<file path="src/rtl/cus19_store_buffer_if.sv">
// Store-buffer bus bundle: IE store handshake, DM write handshake, status and load-forward lookup.
// The master side is the IE/DM environment, the slave side is the buffer itself.
interface cus19_store_buffer_if #(
    parameter int ADDR_W = 11,
    parameter int DATA_W = 8,
    parameter int DEPTH  = 4
);
    localparam int CNT_W = $clog2(DEPTH) + 1;

    logic              st_valid_in;
    logic [ADDR_W-1:0] st_addr_in;
    logic [DATA_W-1:0] st_data_in;
    logic              st_ready_out;
    logic [ADDR_W-1:0] dm_wr_addr_out;
    logic [DATA_W-1:0] dm_wr_data_out;
    logic              dm_write_req;
    logic              dm_write_ack;
    logic [CNT_W-1:0]  count_out;
    logic              full_out;
    logic              empty_out;
    logic [ADDR_W-1:0] ld_addr_in;
    logic              fwd_hit_out;
    logic [DATA_W-1:0] fwd_data_out;

    modport master (
        output st_valid_in, st_addr_in, st_data_in, dm_write_ack, ld_addr_in,
        input  st_ready_out, dm_wr_addr_out, dm_wr_data_out, dm_write_req,
               count_out, full_out, empty_out, fwd_hit_out, fwd_data_out
    );

    modport slave (
        input  st_valid_in, st_addr_in, st_data_in, dm_write_ack, ld_addr_in,
        output st_ready_out, dm_wr_addr_out, dm_wr_data_out, dm_write_req,
               count_out, full_out, empty_out, fwd_hit_out, fwd_data_out
    );
endinterface

</file>
<file path="src/rtl/cus19_store_buffer.sv">
// Posted-store FIFO between IE and Data Memory; stores drain in order over a req/ack handshake.
// Define STORE_FWD_EN to add a youngest-match store-to-load forwarding lookup.
module cus19_store_buffer #(
    parameter int ADDR_W = 11,
    parameter int DATA_W = 8,
    parameter int DEPTH  = 4
) (
    input logic              clk,
    input logic              rst,
    cus19_store_buffer_if.slave sb
);
    localparam int PTR_W = $clog2(DEPTH);
    localparam int CNT_W = PTR_W + 1;

    logic [ADDR_W-1:0] addr_mem [DEPTH];
    logic [DATA_W-1:0] data_mem [DEPTH];
    logic [PTR_W-1:0]  wr_ptr;
    logic [PTR_W-1:0]  rd_ptr;
    logic [CNT_W-1:0]  count;
    logic              full;
    logic              empty;
    logic              enq;
    logic              deq;

    assign full  = (count == CNT_W'(DEPTH));
    assign empty = (count == '0);
    assign enq   = sb.st_valid_in && !full;
    assign deq   = sb.dm_write_ack && !empty;

    // DEPTH is a power of two, so natural pointer overflow gives the modulo wrap.
    always_ff @(posedge clk or posedge rst) begin
        if (rst) begin
            wr_ptr <= '0;
            rd_ptr <= '0;
            count  <= '0;
        end else begin
            if (enq) wr_ptr <= wr_ptr + PTR_W'(1);
            if (deq) rd_ptr <= rd_ptr + PTR_W'(1);
            if (enq && !deq)
                count <= count + CNT_W'(1);
            else if (deq && !enq)
                count <= count - CNT_W'(1);
        end
    end

    always_ff @(posedge clk) begin
        if (enq) begin
            addr_mem[wr_ptr] <= sb.st_addr_in;
            data_mem[wr_ptr] <= sb.st_data_in;
        end
    end

    assign sb.st_ready_out   = !full;
    assign sb.dm_write_req   = !empty;
    assign sb.dm_wr_addr_out = empty ? '0 : addr_mem[rd_ptr];
    assign sb.dm_wr_data_out = empty ? '0 : data_mem[rd_ptr];
    assign sb.count_out      = count;
    assign sb.full_out       = full;
    assign sb.empty_out      = empty;

`ifdef STORE_FWD_EN
    logic [PTR_W-1:0]  fwd_idx;
    logic              fwd_hit;
    logic [DATA_W-1:0] fwd_data;

    // Scan oldest to youngest so the last match found is the youngest one.
    always_comb begin
        fwd_idx  = rd_ptr;
        fwd_hit  = 1'b0;
        fwd_data = '0;
        for (int i = 0; i < DEPTH; i++) begin
            fwd_idx = rd_ptr + PTR_W'(i);
            if ((CNT_W'(i) < count) && (addr_mem[fwd_idx] == sb.ld_addr_in)) begin
                fwd_hit  = 1'b1;
                fwd_data = data_mem[fwd_idx];
            end
        end
    end

    assign sb.fwd_hit_out  = fwd_hit;
    assign sb.fwd_data_out = fwd_data;
`else
    assign sb.fwd_hit_out  = 1'b0;
    assign sb.fwd_data_out = '0;
`endif
endmodule

</file>
<file path="src/flat_wrapper.sv">
// flat-port wrapper written by rule: the top's interface ports become plain ports
module cus19_store_buffer_flat 
#(
    parameter int ADDR_W = 11,
    parameter int DATA_W = 8,
    parameter int DEPTH  = 4
)
  (clk, rst, sb_st_valid_in, sb_st_addr_in, sb_st_data_in, sb_dm_write_ack, sb_ld_addr_in, sb_st_ready_out, sb_dm_wr_addr_out, sb_dm_wr_data_out, sb_dm_write_req, sb_count_out, sb_full_out, sb_empty_out, sb_fwd_hit_out, sb_fwd_data_out);
  cus19_store_buffer_if #(.ADDR_W(ADDR_W), .DATA_W(DATA_W), .DEPTH(DEPTH)) sb_i ();
  input logic clk;
  input logic rst;
  input wire logic [$bits(sb_i.st_valid_in)-1:0] sb_st_valid_in;
  input wire logic [$bits(sb_i.st_addr_in)-1:0] sb_st_addr_in;
  input wire logic [$bits(sb_i.st_data_in)-1:0] sb_st_data_in;
  input wire logic [$bits(sb_i.dm_write_ack)-1:0] sb_dm_write_ack;
  input wire logic [$bits(sb_i.ld_addr_in)-1:0] sb_ld_addr_in;
  output wire logic [$bits(sb_i.st_ready_out)-1:0] sb_st_ready_out;
  output wire logic [$bits(sb_i.dm_wr_addr_out)-1:0] sb_dm_wr_addr_out;
  output wire logic [$bits(sb_i.dm_wr_data_out)-1:0] sb_dm_wr_data_out;
  output wire logic [$bits(sb_i.dm_write_req)-1:0] sb_dm_write_req;
  output wire logic [$bits(sb_i.count_out)-1:0] sb_count_out;
  output wire logic [$bits(sb_i.full_out)-1:0] sb_full_out;
  output wire logic [$bits(sb_i.empty_out)-1:0] sb_empty_out;
  output wire logic [$bits(sb_i.fwd_hit_out)-1:0] sb_fwd_hit_out;
  output wire logic [$bits(sb_i.fwd_data_out)-1:0] sb_fwd_data_out;
  assign sb_i.st_valid_in = sb_st_valid_in;
  assign sb_i.st_addr_in = sb_st_addr_in;
  assign sb_i.st_data_in = sb_st_data_in;
  assign sb_i.dm_write_ack = sb_dm_write_ack;
  assign sb_i.ld_addr_in = sb_ld_addr_in;
  assign sb_st_ready_out = sb_i.st_ready_out;
  assign sb_dm_wr_addr_out = sb_i.dm_wr_addr_out;
  assign sb_dm_wr_data_out = sb_i.dm_wr_data_out;
  assign sb_dm_write_req = sb_i.dm_write_req;
  assign sb_count_out = sb_i.count_out;
  assign sb_full_out = sb_i.full_out;
  assign sb_empty_out = sb_i.empty_out;
  assign sb_fwd_hit_out = sb_i.fwd_hit_out;
  assign sb_fwd_data_out = sb_i.fwd_data_out;
  cus19_store_buffer #(.ADDR_W(ADDR_W), .DATA_W(DATA_W), .DEPTH(DEPTH)) u_core (.clk(clk), .rst(rst), .sb(sb_i));
endmodule
</file>
<file path="config.mk">
export PLATFORM = sky130hd
export DESIGN_NAME = cus19_store_buffer_flat
export DESIGN_NICKNAME = d
export VERILOG_FILES = /design/src/rtl/cus19_store_buffer_if.sv /design/src/rtl/cus19_store_buffer.sv /design/src/flat_wrapper.sv
export SDC_FILE = /design/constraint.sdc
export NUM_CORES = 1
export LEC_CHECK = 0
export BUFFER_PORTS_ARGS = -buffer_cell sky130_fd_sc_hd__buf_2
export CAP_MARGIN = 20
export CORE_MARGIN = 2
export CORE_UTILIZATION = 35
export DETAILED_ROUTE_END_ITERATION = 7
export PLACE_DENSITY = 0.56
export SYNTH_ARGS = -nofsm -noshare
export SYNTH_HDL_FRONTEND = slang
export SYNTH_SLANG_ARGS = --single-unit
</file>
<file path="constraint.sdc">
create_clock -name clk -period 2 [get_ports clk]
set_input_delay 0.4 -clock clk [delete_from_list [all_inputs] [get_ports clk]]
set_output_delay 0.4 -clock clk [all_outputs]
set_load 0.02 [all_outputs]
</file>
==> summary.log <==
[placement] Final GP Congestion 0.697
[logic_synthesis] fraction of registers with async set or reset after synthesis 0.0843
[sta] final setup violation count 19
[logic_synthesis] Syn Std Cell Area 3360 sq um
[job] number of maximum-capacitance violations 0
[sta] Final Hold Fails 0
[outcome] violations in the final reports negative setup slack
[placement] placed wire-length estimate after detailed placement 3520 um
[setup_path] Data required, critical path 1.60 ns
[sta] Highest Clock Rate 464 MHz
[logic_synthesis] ranking of synthesized cells by area sky130_fd_sc_hd__edfxtp_1, sky130_fd_sc_hd__mux4_2, sky130_fd_sc_hd__dfrtp_1
[clock_network] clock slew at the register clock pins of the worst setup and hold paths 0.08 ns
[logic_synthesis] yosys warns 0
[setup_path] Largest delay share family, worst path multiplexers
[clock_network] clock sinks 83
[layout] Sequential cell area 2460 sq um
[floorplan] full die area 10400 sq um
[grt] Overflow after GRT 0
[setup_path] Critical Path End Type primary output
[setup_path] Slowest Stage Delay on Critical Path 0.49 ns
[drt] post-route ant nets 0
[setup_path] start-to-end type of the worst setup path register to primary output
[min_path] class of the worst hold path input pin to register
[setup_path] Worst setup endpoint sb_dm_wr_data_out[6]
[grt] global-route wire length before repair 8580 um
[logic_synthesis] Avg Cell Area, Syn 19.9 sq um
[clock_network] root buffer selected by CTS sky130_fd_sc_hd__clkbuf_8
[clock_network] maximum buffer depth of the clock tree 2
[setup_path] CP Buf/Inv Count 2
[sta] final sum of negative setup slack -2.56 ns
[floorplan] effective utilization at floorplan 0.362
[setup_path] data arrival time of the critical path 1.76 ns
[floorplan] area of the core 9280 sq um
[min_path] startpoint of the worst hold path sb_st_addr_in[9]
[drt] number of vias in the routed layout 1664
[setup_path] register-to-register setup slack 0.04 ns
[logic_synthesis] number of instances in the synthesized netlist 169
[floorplan] width of the die 102 um
[power_and_ir_drop] leakage power total 1.63 nW
[sta] post-route worst setup slack -0.157 ns
[sta] clock skew 0.00923 ns
[layout] final-stage net count 283
[grt] GR peak layer met2
[placement] Port-buffer cells 48
[setup_path] sort of element at the start of the critical path register
[logic_synthesis] sequential area share after synthesis 0.731
[floorplan] Top Ports 69
[sta] Final min period 2.16 ns
[grt] number of global-route vias before repair 1594
[logic_synthesis] unique cell type count in the Yosys netlist 21
[layout] layout cell share with drive strength beyond 1 0.544
[setup_path] number of cells on the worst reg-to-reg path 8
[sta] setup repair after global routing missed its margin true
[clock_network] H-tree depth 3
[power_and_ir_drop] Cell Pwr Density 1630 nW/um^2
[outcome] result of the run complete, but fails checks
[grt] met2 Usage GRT 0.190
[logic_synthesis] flip-flop and latch count after synthesis 83
[layout] number of diodes 0
[drt] total length of routed wires 6000 um
[setup_path] end of the worst register-to-register path u_core.sb.count_out[2]$_DFFE_PP0P_
[floorplan] cell row count 35
[grt] global-route met3 utilization 0.0458
[clock_network] clock buffers created by TritonCTS 9
[placement] worst slack at placement 0.0482 ns
[setup_path] Critical Path Slowest Stage Cell sky130_fd_sc_hd__mux4_2
[setup_path] largest fanout on the critical path 6
[logic_synthesis] post-synth top area share 0.679
[setup_path] Critical Path, Cell by Cell clkbuf_16, mux4_2, and2_4, buf_6
[power_and_ir_drop] largest vdd supply drop 0.000808 V
[drt] average vias per placed instance 4.41
[layout] Syn-to-layout area delta 30.3%
[layout] Multi-input gate area 876 sq um
[setup_path] Crit. Startpoint u_core.rd_ptr[0]$_DFFE_PP0P_
[drt] drc violations 0
[clock_network] TritonCTS clock tree yes
[grt] maximum number of pins on one net before global-route repair 23
[grt] overall routing resource usage 0.115
[logic_synthesis] leading post-synthesis cells by instance count sky130_fd_sc_hd__edfxtp_1, sky130_fd_sc_hd__and2_1, sky130_fd_sc_hd__mux4_2
[logic_synthesis] library cell with the highest instance count after synthesis sky130_fd_sc_hd__edfxtp_1
[grt] antenna violations before repair 0
[drt] detailed-router iteration count before antenna repair 4
[logic_synthesis] cell type contributing the most total cell area after synthesis sky130_fd_sc_hd__edfxtp_1
[layout] number of fill cells 814
[grt] met1 GRT Util 0.138
[logic_synthesis] dominant register cell in the synthesized netlist sky130_fd_sc_hd__edfxtp_1
[floorplan] die boundary height 102 um
[sta] final cycle utilization of the critical path 1.08
[sta] total count of max-transition violations in the final report 0
[setup_path] origin of the critical flop-to-flop path u_core.sb.count_out[0]$_DFFE_PP0P_
[drt] Routed wire per std cell 15.9 um
[setup_path] total stage count of the critical path 4
[drt] number of DRC markers after the initial detailed-route iteration 48
[logic_synthesis] number of flops mapped to enable cells by yosys 76
[clock_network] insertion delay of the later-clocked pin in the worst-skew pair 0.35 ns
what timing repair did:
action | 4_1_cts | 5_1_grt
setup buffers | 1 | 5
gates resized for setup | 21 | 47
cloned | 0 | 3
setup endpoints to repair | 20 | 21
pin swaps | 1 | 21
endpoints found under the hold margin | 7 | 0
hold buffers | 1 | 0
layer usage:
layer,vias up,part of all wire
met4,0,0.011
met1,839,0.43
met3,7,0.057
met5,-,0
met2,46,0.50
li1,772,-
how the worst min path moves through the flow:
stage	endpoint	slack, ns	cells after the start
after floorplan	u_core.rd_ptr[0]$_DFFE_PP0P_	0.20	1
after global placement	u_core.sb.count_out[2]$_DFFE_PP0P_	0.35	2
after detailed placement	u_core.sb.count_out[2]$_DFFE_PP0P_	0.35	2
after CTS	u_core.addr_mem[1][7]$_DFFE_PP_	0.25	1
after global routing	u_core.addr_mem[1][7]$_DFFE_PP_	0.24	1
final	u_core.addr_mem[3][9]$_DFFE_PP_	0.26	1
cells in the final DEF (no fill, tap or decap), types with 2 or more instances in the layout:
master                      synthesis  layout
sky130_fd_sc_hd__mux2_2             2       2
sky130_fd_sc_hd__dfrtp_1            7       4
sky130_fd_sc_hd__buf_6              2      20
sky130_fd_sc_hd__and2_4             0      19
sky130_fd_sc_hd__buf_4              9      13
sky130_fd_sc_hd__xor2_1             2       2
sky130_fd_sc_hd__edfxtp_1          76      76
sky130_fd_sc_hd__xnor2_1            4       4
sky130_fd_sc_hd__clkbuf_16          0       2
sky130_fd_sc_hd__clkbuf_1           2       3
sky130_fd_sc_hd__ha_1               5       4
sky130_fd_sc_hd__inv_2              0       2
sky130_fd_sc_hd__inv_1              6       3
sky130_fd_sc_hd__and2_1            23       4
sky130_fd_sc_hd__dfrtp_2            0       3
sky130_fd_sc_hd__clkbuf_8           0      11
sky130_fd_sc_hd__buf_2              3      28
sky130_fd_sc_hd__buf_12             0       6
sky130_fd_sc_hd__mux4_2            18      19
sky130_fd_sc_hd__conb_1             1       9
where the power goes:
part / switching (mW) / leakage (nW) / total [mW] / internal [mW]
logic: 1.54 / 0.757 / 3.51 / 1.96
clock network: 0.556 / 0.0969 / 1.20 / 0.648
registers: 0.136 / 0.775 / 2.45 / 2.32
total: 2.23 / 1.63 / 7.16 / 4.93
sequential cells by signal, indices dropped and copies added (netlist names):
| name | count |
|---|---|
| u_core.sb.count_out | 3 |
| u_core.wr_ptr | 2 |
| u_core.addr_mem | 44 |
| u_core.rd_ptr | 2 |
| u_core.data_mem | 32 |
stage by stage:
step | cell area (sq um) | std cells | power [mW] | hold slack [ns] | util
global route | 4380 | 377 | 7.54 | 0.243 | 0.472
CTS | 4140 | 369 | 6.57 | 0.247 | 0.446
finish | 4380 | 377 | 7.16 | 0.263 | 0.472
global placement | 3870 | 351 | 5.09 | 0.349 | 0.417
floorplan | 3420 | 177 | 4.24 | 0.203 | -
detailed placement | 3870 | 351 | 5.12 | 0.348 | 0.417
area by class of cell:
type	instances	share of cell area
Clock buffer	14	0.0371
Clock inverter	2	0.00857
Inverter	6	0.00571
Multi-Input combinational cell	72	0.200
Sequential cell	83	0.562
Tap cell	129	0.0368
Timing Repair Buffer	71	0.150
cell families after synthesis:
kind of cell  share of synthesized area
xor+xnor                         0.0156
fa+ha+maj                        0.0246
buf+inv                          0.0402
flops                             0.731
mux                               0.135
other cells                     0.00112
simple gates                     0.0525
Power figures use the tool's default switching activity.
